--- src/rtl/uart_tx_arbiter.sv ---
// Four-channel round-robin arbiter in front of a single async_transmitter.
// A byte is accepted on req_valid & req_ready in IDLE. TxD_start follows one cycle later. req_ready stays low until the arbiter is back in IDLE.
module uart_tx_arbiter #(
    parameter int BUSY_TIMEOUT = 16,
    parameter int DONE_GAP     = 1
) (
    input  logic        clk,
    input  logic        rst_n,
    input  logic [3:0]  req_valid,
    input  logic [31:0] req_data,
    output logic [3:0]  req_ready,
    output logic        TxD_start,
    output logic [7:0]  TxD_data,
    input  logic        TxD_busy,
    output logic [1:0]  grant_id,
    output logic        busy_o,
    output logic        tx_done,
    output logic        err_timeout
);

    localparam int CNT_MAX = (BUSY_TIMEOUT > DONE_GAP) ? BUSY_TIMEOUT : DONE_GAP;
    localparam int CNT_W   = (CNT_MAX < 2) ? 1 : $clog2(CNT_MAX + 1);

    typedef enum logic [2:0] {
        IDLE,
        START,
        WAIT_BUSY,
        WAIT_DONE,
        GAP
    } state_t;

    state_t            stateQ, stateD;
    logic [CNT_W-1:0]  cntQ, cntD;
    logic [1:0]        lastGrantQ;
    logic [7:0]        txDataQ;
    logic [1:0]        grantIdQ;

    logic [1:0]        winner;
    logic              anyValid;
    logic              accept;
    logic [3:0]        reqReadyC;
    logic              txStartC;
    logic              txDoneC;
    logic              errTimeoutC;
    logic              busyLast;
    logic              gapLast;

    // Scan upward from the channel after the last grant; the last-granted channel is checked last.
    always_comb begin
        winner   = lastGrantQ;
        anyValid = 1'b0;
        for (int k = 1; k <= 4; k++) begin
            if (!anyValid && req_valid[lastGrantQ + 2'(k)]) begin
                winner   = lastGrantQ + 2'(k);
                anyValid = 1'b1;
            end
        end
    end

    assign busyLast = (cntQ == CNT_W'(BUSY_TIMEOUT - 1));
    assign gapLast  = (DONE_GAP <= 1) || (cntQ == CNT_W'(DONE_GAP - 1));

    always_comb begin
        stateD      = stateQ;
        cntD        = cntQ;
        reqReadyC   = 4'b0000;
        accept      = 1'b0;
        txStartC    = 1'b0;
        txDoneC     = 1'b0;
        errTimeoutC = 1'b0;
        case (stateQ)
            IDLE: begin
                cntD = '0;
                if (anyValid) begin
                    reqReadyC[winner] = 1'b1;
                    accept            = 1'b1;
                    stateD            = START;
                end
            end
            START: begin
                txStartC = 1'b1;
                cntD     = '0;
                stateD   = WAIT_BUSY;
            end
            WAIT_BUSY: begin
                if (TxD_busy) begin
                    cntD   = '0;
                    stateD = WAIT_DONE;
                end else if (busyLast) begin
                    errTimeoutC = 1'b1;
                    cntD        = '0;
                    stateD      = GAP;
                end else begin
                    cntD = cntQ + 1'b1;
                end
            end
            WAIT_DONE: begin
                cntD = '0;
                if (!TxD_busy) begin
                    txDoneC = 1'b1;
                    stateD  = GAP;
                end
            end
            GAP: begin
                if (gapLast) begin
                    cntD   = '0;
                    stateD = IDLE;
                end else begin
                    cntD = cntQ + 1'b1;
                end
            end
            default: begin
                cntD   = '0;
                stateD = IDLE;
            end
        endcase
    end

    always_ff @(posedge clk or negedge rst_n) begin
        if (!rst_n) begin
            stateQ     <= IDLE;
            cntQ       <= '0;
            lastGrantQ <= 2'd3;
            txDataQ    <= 8'h00;
            grantIdQ   <= 2'd0;
        end else begin
            stateQ <= stateD;
            cntQ   <= cntD;
            if (accept) begin
                txDataQ    <= req_data[{winner, 3'b000} +: 8];
                grantIdQ   <= winner;
                lastGrantQ <= winner;
            end
        end
    end

    // The combinational ready path is masked while reset is held so nothing looks accepted.
    assign req_ready   = rst_n ? reqReadyC : 4'b0000;
    assign TxD_start   = txStartC;
    assign TxD_data    = txDataQ;
    assign grant_id    = grantIdQ;
    assign busy_o      = (stateQ != IDLE);
    assign tx_done     = txDoneC;
    assign err_timeout = errTimeoutC;

endmodule

--- config.mk ---
export PLATFORM = sky130hd
export DESIGN_NAME = uart_tx_arbiter
export DESIGN_NICKNAME = d
export VERILOG_FILES = /design/src/rtl/uart_tx_arbiter.sv
export SDC_FILE = /design/constraint.sdc
export NUM_CORES = 1
export LEC_CHECK = 0
export ABC_CLOCK_PERIOD_IN_PS = 4200
export CAP_MARGIN = 20
export CORE_UTILIZATION = 30
export CTS_CLUSTER_DIAMETER = 100
export DETAILED_ROUTE_END_ITERATION = 6
export GPL_TIMING_DRIVEN = 1
export PLACE_DENSITY_LB_ADDON = 0.1
export SLEW_MARGIN = 10
export SYNTH_ARGS = -nofsm -noshare
export SYNTH_HDL_FRONTEND = slang
export SYNTH_SLANG_ARGS = --single-unit
--- constraint.sdc ---
create_clock -name clk -period 4.2 [get_ports clk]
set_input_delay 0.63 -clock clk [delete_from_list [all_inputs] [get_ports clk]]
set_output_delay 0.63 -clock clk [all_outputs]
set_load 0.02 [all_outputs]
==> flow_metrics.py <==
metrics = {
    "status": {
        "outcome": "finished, final reports clean",
    },
    "place": {
        "place_congestion": 0.794,
        "placement.io_buffers": 56,
        "dpl_cell_area_mm2": 0.00186,
        "dp_hpwl_um": 2860,
        "dp_cells": 238,
    },
    "finish": {
        "final_cell_mix": "clkdlybuf4s50_1, nor2_1, dfrtp_1",
        "nets": 235,
        "diodes": 0,
        "fin_util": 0.508,
        "syn2layout_area_growth_pct": 55.8,
        "instances_no_fill": 242,
        "final_common_cell": "clkdlybuf4s50_1",
        "fin_area_mm2": 0.00193,
        "nFillCells": 355,
        "drive_above_1_share": 0.0825,
    },
    "global_routing": {
        "grt_max_degree": 22,
        "grt_use_total": 0.187,
        "grt_pass1_vias": 1309,
        "grt_first_pass_wirelength_um": 6270,
        "gr-total-overflow": 0,
        "antenna_found_initial": 0,
    },
    "timing": {
        "drv_slew": 0,
        "finalSetupViolCount": 0,
        "slew_headroom": 0.666,
        "finalCritPeriodShare": 0.866,
        "rsz0062_at_grt": "false",
        "hold_viol": 0,
        "max_freq_ghz": 0.275,
        "worstMarginPinSlew_ns": 0.501,
        "finalCriticalPeriod_ns": 3.64,
        "skew_ns": 0.00803,
        "finalSetupTns_ns": 0,
        "holdWs_ns": 0.476,
    },
    "worst_setup_path": {
        "crit_arrival_ns": 3.01,
        "critPathSlowestCell": "clkdlybuf4s50_1",
        "cp_cell_sequence": "clkdlybuf4s50_1 > nor2_1 > a2111oi_4 > a21bo_1 > nor3_1 > clkdlybuf4s50_1",
        "reg2reg_slack_ns": 2.20,
        "crit_family": "buffers and inverters",
        "worst-path-buf-inv": 2,
        "r2r_end": "TxD_data[5]",
        "critPathKind": "primary input to output pin",
        "start_kind": "primary input",
        "reg2regPathDepth": 7,
        "end_kind": "output pin",
        "timing.rr.start": "lastGrantQ[0]",
        "crit_top_cell": "clkdlybuf4s50_1",
        "slowest_delay_ns": 0.64,
        "crit_fanout": 10,
        "cp.required_ns": 3.57,
    },
    "clock_network": {
        "clk-insertion-delay-late_ns": 0.26,
        "cts_resized": 0,
        "cts_tree": "yes",
        "cts_hold_buf": 0,
        "clk_pin_slew_ns": 0.07,
        "htreeDepth": 1,
        "clock-sinks": 20,
        "cts_setup_buffers": 0,
        "cts_buffer_depth": 2,
        "cts_buffers": 3,
        "cts_root_buf": "clkbuf_8",
    },
    "routing": {
        "drc": 0,
        "drtAntennaViolNets": 0,
        "dr.pass1.iters": 4,
        "num_vias": 1255,
        "totalWireLength_um": 3770,
        "wl_per_cell_um": 15.6,
        "viasPerCell": 5.19,
        "initialDrtViolationCount": 67,
    },
    "die": {
        "core_area_mm2": 0.00380,
        "std_cell_rows": 22,
        "dieArea_mm2": 0.00439,
        "die_w_um": 66.3,
        "io_pins": 57,
        "start_util": 0.326,
        "die_h_um": 66.3,
    },
    "synthesis": {
        "synth-xor-area-share": 0.0141,
        "synth_top_family_by_area": "compound AO/OA/AOI/OAI gates",
        "syn-num-nets": 178,
        "netlist-cell-type-count": 31,
        "yosys_warnings": 0,
        "netlist_instances": 138,
        "synthSimpleGateAreaFrac": 0.204,
        "synth_compound_area_frac": 0.307,
        "netlist.area_leader.share": 0.364,
        "synth_area_leader_cell": "dfrtp_1",
        "synth.area.top_cells": "dfrtp_1, o31a_1, a311oi_1, nor2_1, nor3_1",
        "ys_seq_elements": 20,
        "muxShareOfSynthArea": 0,
        "syn-cell-area_mm2": 0.00124,
        "synth.avg_cell_area_um2": 8.98,
        "yosysSeqAreaShare": 0.406,
        "yosys.area_share.adder": 0.0101,
    },
    "hold_path": {
        "worstHoldEndpoint": "cntQ[0]",
        "min_from": "cntQ[0]",
        "min_path_cells": 1,
        "hold_class": "flop to flop",
    },
    "flow_run": {
        "maxCapViolations": 0,
    },
    "pwr": {
        "p_leak_nw": 0.725,
        "p_per_area_mw_per_mm2": 625,
        "vdd_drop_max_v": 0.000308,
    },
}
## sequential cells by signal, summed over array words and instances, names as in the netlist
signal and count:
stateQ 3, lastGrantQ 2, TxD_data 8, cntQ 5, grant_id 2
## worst max-delay path by stage
stage                  from           end  slack [ns]  cells after the start
2_1_floorplan  req_valid[1]  req_ready[0]        1.47                      7
3_3_place_gp   req_valid[2]  req_ready[1]        0.64                      6
3_5_place_dp   req_valid[3]  req_ready[0]        0.61                      6
4_1_cts        req_valid[3]  req_ready[0]        0.57                      6
5_1_grt        req_valid[3]  req_ready[1]        0.44                      6
6_report       req_valid[3]  req_ready[0]        0.56                      6
## synth_stat cells
cell type	count
nor2_1	20
dfrtp_1	18
o31a_1	16
nor3_1	15
a211oi_1	9
a311oi_1	9
clkbuf_1	5
inv_1	5
o21ai_0	5
buf_2	4
a21oi_1	3
nand2_1	3
nand3_1	3
nor2b_1	3
and2_1	2
dfstp_2	2
nand2b_1	2
a2111oi_4	1
a21bo_1	1
a21oi_2	1
and3_1	1
buf_1	1
buf_6	1
ha_1	1
nand3b_1	1
nor2_2	1
nor4_1	1
o21a_1	1
or3_1	1
xnor2_1	1
xor2_1	1
## where the power goes
group	internal, mW	switching [mW]	total [mW]
registers	0.278	0.0721	0.350
clock network	0.127	0.0652	0.192
logic	0.304	0.359	0.663
## layer usage
metal | part of all wire | track usage | vias up
met2 | 0.47 | 0.316 | 31
met3 | 0.049 | 0.0241 | 0
li1 | - | - | 630
met1 | 0.48 | 0.254 | 594
met5 | 0 | 0 | -
met4 | 0 | 0.0372 | 0
## cell type report
class                           instances  area [um2]  share of cell area
Sequential cell                        20         503               0.261
Clock inverter                          1        30.0              0.0156
Clock buffer                            3        41.3              0.0214
Tap cell                               48        60.1              0.0311
Inverter                                5        18.8             0.00973
Multi-Input combinational cell        102         663               0.344
Timing Repair Buffer                   63         613               0.318
## per-stage QoR
step	worst slack (ns)	total power, mW
floorplan	1.47	0.747
global placement	0.644	1.01
detailed placement	0.612	1.02
CTS	0.574	1.21
global route	0.435	1.29
finish	0.562	1.21
## kinds of logic (layout without fill, tap and decap cells)
logic type | after synthesis | in the layout
xor+xnor | 2 | 2
simple gates | 53 | 53
compound gates | 46 | 46
buf+inv | 16 | 72
flops | 20 | 20
fa+ha+maj | 1 | 1
Power figures use the tool's default switching activity.
